--- src/rtl/logic_result_fifo.sv ---
// logic_result_fifo
// Result buffer behind the 8-bit logic unit. Captures {opcode, result} on a
// strobe, holds up to DEPTH entries and hands them out with valid/ready.
// Strobes while the unit flags an unsupported opcode are counted as errors;
// pushes lost to a full buffer are counted as drops. Both counters saturate.
module logic_result_fifo #(
  parameter int DEPTH = 4,
  parameter int CNT_W = 8
) (
  input  logic                     clk,
  input  logic                     rst_n,
  input  logic                     clr,
  input  logic [1:8]               in_data,
  input  logic                     in_valid,
  input  logic [1:3]               in_select,
  input  logic                     in_strobe,
  output logic [1:8]               out_data,
  output logic [1:3]               out_sel,
  output logic                     out_valid,
  input  logic                     out_ready,
  output logic                     full,
  output logic                     empty,
  output logic [$clog2(DEPTH):0]   count,
  output logic [CNT_W-1:0]         drop_cnt,
  output logic [CNT_W-1:0]         err_cnt
);

  localparam int PTR_W = $clog2(DEPTH);
  localparam int OCC_W = PTR_W + 1;
  localparam int ENT_W = 11;
  localparam logic [OCC_W-1:0] LP_DEPTH   = OCC_W'(DEPTH);
  localparam logic [CNT_W-1:0] LP_CNT_MAX = {CNT_W{1'b1}};

  // Storage and state registers
  logic [ENT_W-1:0] r_mem [DEPTH];
  logic [PTR_W-1:0] r_wr_ptr;
  logic [PTR_W-1:0] r_rd_ptr;
  logic [OCC_W-1:0] r_count;
  logic             r_full;
  logic             r_empty;
  logic [CNT_W-1:0] r_drop_cnt;
  logic [CNT_W-1:0] r_err_cnt;

  // Event decode and next-state values
  logic             w_pop;
  logic             w_push_req;
  logic             w_push;
  logic             w_drop;
  logic             w_err;
  logic [PTR_W-1:0] w_wr_ptr_nxt;
  logic [PTR_W-1:0] w_rd_ptr_nxt;
  logic [OCC_W-1:0] w_count_nxt;
  logic [CNT_W-1:0] w_drop_nxt;
  logic [CNT_W-1:0] w_err_nxt;
  logic [ENT_W-1:0] w_head;

  // Decode push/pop/drop/error events from the current registered state
  always_comb begin
    w_pop      = ~r_empty & out_ready;
    w_push_req = in_strobe & in_valid;
    // A full buffer still accepts a push when the head leaves in the same cycle
    w_push     = w_push_req & (~r_full | w_pop);
    w_drop     = w_push_req & r_full & ~w_pop;
    w_err      = in_strobe & ~in_valid;
  end

  // Next-state for pointers, occupancy and saturating counters; clr wins
  always_comb begin
    w_wr_ptr_nxt = r_wr_ptr;
    w_rd_ptr_nxt = r_rd_ptr;
    w_count_nxt  = r_count;
    w_drop_nxt   = r_drop_cnt;
    w_err_nxt    = r_err_cnt;
    if (clr) begin
      w_wr_ptr_nxt = '0;
      w_rd_ptr_nxt = '0;
      w_count_nxt  = '0;
      w_drop_nxt   = '0;
      w_err_nxt    = '0;
    end else begin
      if (w_push) begin
        w_wr_ptr_nxt = r_wr_ptr + PTR_W'(1);
      end else begin
        w_wr_ptr_nxt = r_wr_ptr;
      end
      if (w_pop) begin
        w_rd_ptr_nxt = r_rd_ptr + PTR_W'(1);
      end else begin
        w_rd_ptr_nxt = r_rd_ptr;
      end
      case ({w_push, w_pop})
        2'b10:   w_count_nxt = r_count + OCC_W'(1);
        2'b01:   w_count_nxt = r_count - OCC_W'(1);
        default: w_count_nxt = r_count;
      endcase
      if (w_drop && (r_drop_cnt != LP_CNT_MAX)) begin
        w_drop_nxt = r_drop_cnt + CNT_W'(1);
      end else begin
        w_drop_nxt = r_drop_cnt;
      end
      if (w_err && (r_err_cnt != LP_CNT_MAX)) begin
        w_err_nxt = r_err_cnt + CNT_W'(1);
      end else begin
        w_err_nxt = r_err_cnt;
      end
    end
  end

  // Control and status registers; full/empty are precomputed from next count
  always_ff @(posedge clk or negedge rst_n) begin
    if (!rst_n) begin
      r_wr_ptr   <= '0;
      r_rd_ptr   <= '0;
      r_count    <= '0;
      r_full     <= 1'b0;
      r_empty    <= 1'b1;
      r_drop_cnt <= '0;
      r_err_cnt  <= '0;
    end else begin
      r_wr_ptr   <= w_wr_ptr_nxt;
      r_rd_ptr   <= w_rd_ptr_nxt;
      r_count    <= w_count_nxt;
      r_full     <= (w_count_nxt == LP_DEPTH);
      r_empty    <= (w_count_nxt == OCC_W'(0));
      r_drop_cnt <= w_drop_nxt;
      r_err_cnt  <= w_err_nxt;
    end
  end

  // Entry storage; when full with a pop, the write lands on the outgoing head
  always_ff @(posedge clk or negedge rst_n) begin
    if (!rst_n) begin
      for (int i = 0; i < DEPTH; i++) begin
        r_mem[i] <= '0;
      end
    end else if (w_push && !clr) begin
      r_mem[r_wr_ptr] <= {in_select, in_data};
    end else begin
      r_mem[r_wr_ptr] <= r_mem[r_wr_ptr];
    end
  end

  // Head presentation from registers only, masked to zero while empty
  always_comb begin
    w_head = r_mem[r_rd_ptr];
    if (r_empty) begin
      out_data = 8'h00;
      out_sel  = 3'b000;
    end else begin
      out_data = w_head[7:0];
      out_sel  = w_head[10:8];
    end
    out_valid = ~r_empty;
    full      = r_full;
    empty     = r_empty;
    count     = r_count;
    drop_cnt  = r_drop_cnt;
    err_cnt   = r_err_cnt;
  end

endmodule

--- config.mk ---
export PLATFORM = sky130hd
export DESIGN_NAME = logic_result_fifo
export DESIGN_NICKNAME = d
export VERILOG_FILES = /design/src/rtl/logic_result_fifo.sv
export SDC_FILE = /design/constraint.sdc
export NUM_CORES = 1
export LEC_CHECK = 0
export CAP_MARGIN = 20
export CORE_ASPECT_RATIO = 1.25
export CORE_MARGIN = 2
export CORE_UTILIZATION = 65
export CTS_BUF_LIST = sky130_fd_sc_hd__clkbuf_4 sky130_fd_sc_hd__clkbuf_8
export CTS_CLUSTER_DIAMETER = 150
export DETAILED_ROUTE_END_ITERATION = 10
export DONT_BUFFER_PORTS = 1
export PLACE_DENSITY = 0.81
export SLEW_MARGIN = 20
export SYNTH_ARGS = -nofsm -noshare
export SYNTH_HDL_FRONTEND = slang
export SYNTH_SLANG_ARGS = --single-unit
--- constraint.sdc ---
create_clock -name clk -period 3.21 [get_ports clk]
set_clock_uncertainty 0.1 [all_clocks]
set_input_delay 0.4815 -clock clk [delete_from_list [all_inputs] [get_ports clk]]
set_output_delay 0.4815 -clock clk [all_outputs]
set_load 0.05 [all_outputs]
After elaboration in Yosys (flattened, before gate mapping):

Index checks and enable logic that the tools add are counted.

* register bits after elaboration: 69
* output and inout bits: 33
* word-level logic and storage cells: 71

* add/sub/neg operators: 6
* magnitude comparators: 3
* eq/ne operators: 5
* multiplexer cells: 23
* bitwise operators: 13
* reductions and logical operators: 10

Operator list (number)
* $bwmux 44: 2
* $mux 11: 5
* $bmux 11 s2: 2
* $mux 44: 1
* $mux 8: 5
* $demux 11 s2: 1
* $add 8x1->8 const B: 2
* $ne 8x8->1 const B: 2
* $mux 2: 4
* $reduce_bool 2->1: 4
* $and 1x1->1: 6
* $ge 3x3->1 const B: 2
* $mux 3: 2
* $not 2->3: 2
* $pmux 3 s2: 1
* $add 2x1->2 const B: 2
* $logic_and 1x1->1: 4
* $not 1->1: 4
* $add 3x1->3 const B: 1
* $eq 3x3->1 const B: 1
* $logic_not 3->1: 1
* $lt 3x1->1 const B: 1
* $sub 3x1->3 const B: 1
* $eq 2x1->1 const B: 1
* 3 further kinds: 3

Depth between registers and ports, before layout:

* depth after elaboration: 8
* mapped depth: 9
* depth with buffers taken out: 9

Least setup slack after synthesis:

No wires, ideal clock.

* path type: register to register
* start point: register r_empty, in the netlist empty
* end point: register r_full, in the netlist full
* library setup time: 0.088 ns
* arrival: 2.419 ns
* data required time: 3.022 ns
* path slack: 0.603 ns
* stages on the path, launching flop included: 9
* buffers on the path: 0
* clock period less this slack: 2.607 ns
* path through: dfstp_2 nand2b_2 inv_1 ha_1 fa_1 xnor2_1 or3_1 a21oi_1 nor3b_1

* longest elaborated chain between the ends: 8
* elaborated cells on any way between the ends: 9
* classes of those cells: eq/ne (3); mux (2); bitwise (4)

RTL lines
* start: declaration: line 40 `logic r_empty;`
* start signal: assignment: line 124 `r_empty <= (w_count_nxt == OCC_W'(0));`
* $not 1->1 *: line 59 `w_pop = ~r_empty & out_ready;`
* $and 1x1->1 *: line 59
* $or 1x1->1: line 62 `w_push = w_push_req & (~r_full | w_pop);`
* $and 1x1->1: line 62
* $eq 2x1->1 / $eq 2x2->1 (equally long branches): line 91 `case ({w_push, w_pop})`
* $pmux 3 s2 *: line 91
* $mux 3 *: line 74 `if (clr) begin`
* named net w_count_nxt[2]: line 52 `logic [OCC_W-1:0] w_count_nxt;`
* $eq 3x3->1 *: line 123 `r_full <= (w_count_nxt == LP_DEPTH);`
* end signal: assignment: line 123
* end: declaration: line 39 `logic r_full;`

The timed path passes the listed nets; every way through them passes the cells marked *.
A chain may end at the register's enable or synchronous reset.

Final worst setup path:

Same ends and word-level chain as after synthesis.

==> out/summary.txt <==
Non-Filler Instances = 404
worst slack, placed = 0.331 ns
switching power = 1240 uW
Max Cap Viol = 0
sequential area share after synthesis = 0.477
Placeable Area = 0.00541 sq mm
mux contribution to synthesized area = 0.148
Setup Buffers After CTS = 0
multi-input logic area = 0.00178 sq mm
Logic pwr share = 0.346
adder-cell area share of the yosys netlist = 0.0297
clk slew on worst S/H paths = 0.07 ns
switch share = 0.388
clock share of power = 0.218
fmax = 342 MHz
Post-Syn Area per Cell = 10.8 sq um
CTS resizes = 0
GR Overflow Total = 0
die height = 87.4 microns
largest net degree at the start of global routing = 70
vias = 2662
fin. max-slew vios = 0
ANT cells = 0
Setup WS post-layout = 0.285 ns
Max FO, Critical Path = 5
Power per Cell Area = 824 mW/mm^2
Hold Path Cell Cnt = 1
VDD IR-drop max = 454 uV
Post-synth EDFFs = 0
fin area = 0.00389 sq mm
fill count = 387
Ys Warns = 0
fraction of registers with async set/reset = 1.00
Post-Synthesis Cells = 334
first-pass GRT wire length = 12.9 mm
Initial Util = 0.670
Register Area = 0.00173 sq mm
dpl cell area = 0.00366 sq mm
Die Wd = 70.7 microns
Synthesized Nets = 359
CTS tree = done
xor/xnor share of the synthesized area = 0.0194
drt total wl = 7.81 mm
drt initial violations = 152
Internal Power = 1960 uW
Top FF cell, synth = dfrtp_1
critical path class = flip-flop to flip-flop
Worst R2R Path Depth = 9
Post-Synth Simple-Gate Area = 0.172
status = complete, no violations
mapped cell area = 0.00362 sq mm
hold crit path type = input pin to flip-flop
vias in the first global route = 2647
ranking of synthesized cells by area = dfrtp_1 47%, mux4_2 14%, a31oi_1 7.8%, nor2_1 6.0%, nand2_1 2.9%
main combinational cell family by area after synthesis = simple AND/OR/NAND/NOR gates
gr usage total = 0.279
DRT Pass-1 Iters = 4
Setup Viol. Count Final = 0
residual DRC count = 0
placed cell count = 386
Leak = 0.00154 uW
Clk Latency, worst-skew pair = 0.35 ns
RSZ-0062 raised after global routing = false
compound-gate portion of the synthesized area = 0.122
fin crit share = 0.911
synth cell count leaders = 68 x dfrtp_1, 58 x nor2_1, 45 x a31oi_1
Routed Antenna Nets = 0
Worst Setup Start Kind = flip-flop
Core Util, Final = 0.719
final hold vios = 0
setup TNS = 0 ns
Data required, critical path = 3.36 ns
area leader, netlist = dfrtp_1
worst-margin pin slew = 0.829 ns
Die Area = 0.00619 sq mm
antenna violations before repair = 0
most frequent cell after synthesis = dfrtp_1
IO Pins = 50
critical path endpoint category = flip-flop
Rows = 30
NumNets Final = 360
Seq pwr share = 0.436
Synth-to-Final Area Change = 7.43%
Hold-fix buffers, CTS = 2
share of layout cells above drive strength 1 = 0.156
Distinct cells, synth = 45
crit path time final = 2.92 ns
hpwl dp = 5.14 mm
DR WL/cell = 19.3 microns
H-tree depth = 3
Critical Path AT = 3.08 ns
Placer Congestion = 0.829
Slew headroom = 0.448
TritonCTS Buffers = 9
clock sink count = 69
clk root buf = clkbuf_8
share of the synthesized area in the top cell type = 0.470
vias per cell = 6.59
PortBufs = 0
flops & latches, synth = 69
CTS Buffer Depth = 2
[power groups by stage]
stage	combinational (uW)	clock (uW)	sequential, uW
floorplan	952	0	1340
global placement	1050	0	1380
detailed placement	1080	0	1410
CTS	1110	704	1400
global route	1200	745	1440
finish	1110	699	1400
[layout by cell type, fill, tap and decap left out, types with 3 or more instances in the layout]
cell and n:
dfrtp_1 68, nor2_1 58, a31oi_1 45, nand2_1 28
mux4_2 22, and2_1 11, a21oi_1 10, clkbuf_8 10
inv_1 7, ha_1 7, o21ai_0 6, nand3_1 6
xor2_1 5, buf_4 5, mux2i_1 4, clkinv_2 4
xnor2_1 3, or3_1 3, nand4_1 3, nand3b_1 3
[area by class of cell]
class | instances | share of cell area
Inverter | 7 | 0.00676
Sequential cell | 69 | 0.444
Clock inverter | 5 | 0.0129
Timing Repair Buffer | 7 | 0.0193
Tap cell | 64 | 0.0206
Multi-Input combinational cell | 241 | 0.459
Clock buffer | 11 | 0.0373
[logic make-up (layout without fill, tap and decap cells)]
group	after synthesis	in the layout
and+or+nand+nor	128	128
AOI/OAI and AO/OA	71	71
DFF	69	69
muxes	26	26
buffers and inverters	24	30
adders and majority gates	8	8
xor gates and xnor gates	8	8
[sequential cells by signal (all words and copies together) (netlist names)]
name	flops
empty	1
r_rd_ptr	2
r_wr_ptr	2
full	1
drop_cnt	8
r_mem	44
count	3
err_cnt	8
[worst paths after layout]
| path | end | startpoint | slack, ns |
|---|---|---|---|
| min in group asynchronous | err_cnt[7] | rst_n | 0.58 |
| worst min-delay path | err_cnt[7] | clr | 0.09 |
| worst max-delay path | full | empty | 0.29 |
| worst max register to register | full | empty | 0.29 |
| worst min register to register | r_mem[40] | r_mem[40] | 0.47 |
| max in group asynchronous | empty | rst_n | 2.13 |
[worst max-delay path, cell delays in order, from the launching register on]
cell and delay [ns]:
dfstp_2 0.46, nand2b_2 0.27, a21oi_1 0.33, inv_1 0.08, ha_1 0.23, fa_1 0.39, xnor2_1 0.14, or3_1 0.31
a21oi_1 0.26, nor3b_1 0.25
[per-layer routing]
metal,global-route usage,part of all wire,vias to the layer above
li1,-,-,1232
met1,0.346,0.42,1332
met2,0.472,0.51,86
met3,0.0637,0.060,12
met4,0.122,0.017,0
met5,0,0,-
[per-stage QoR]
| stage | power, uW | hold slack [ns] |
|---|---|---|
| after global routing | 3380 | 0.0758 |
| after global placement | 2430 | 0.0873 |
| after detailed placement | 2490 | 0.0872 |
| after CTS | 3210 | 0.0784 |
| after floorplan | 2300 | 0.0859 |
| final | 3210 | 0.0886 |
Note: power is estimated with default switching activity, not from simulation.
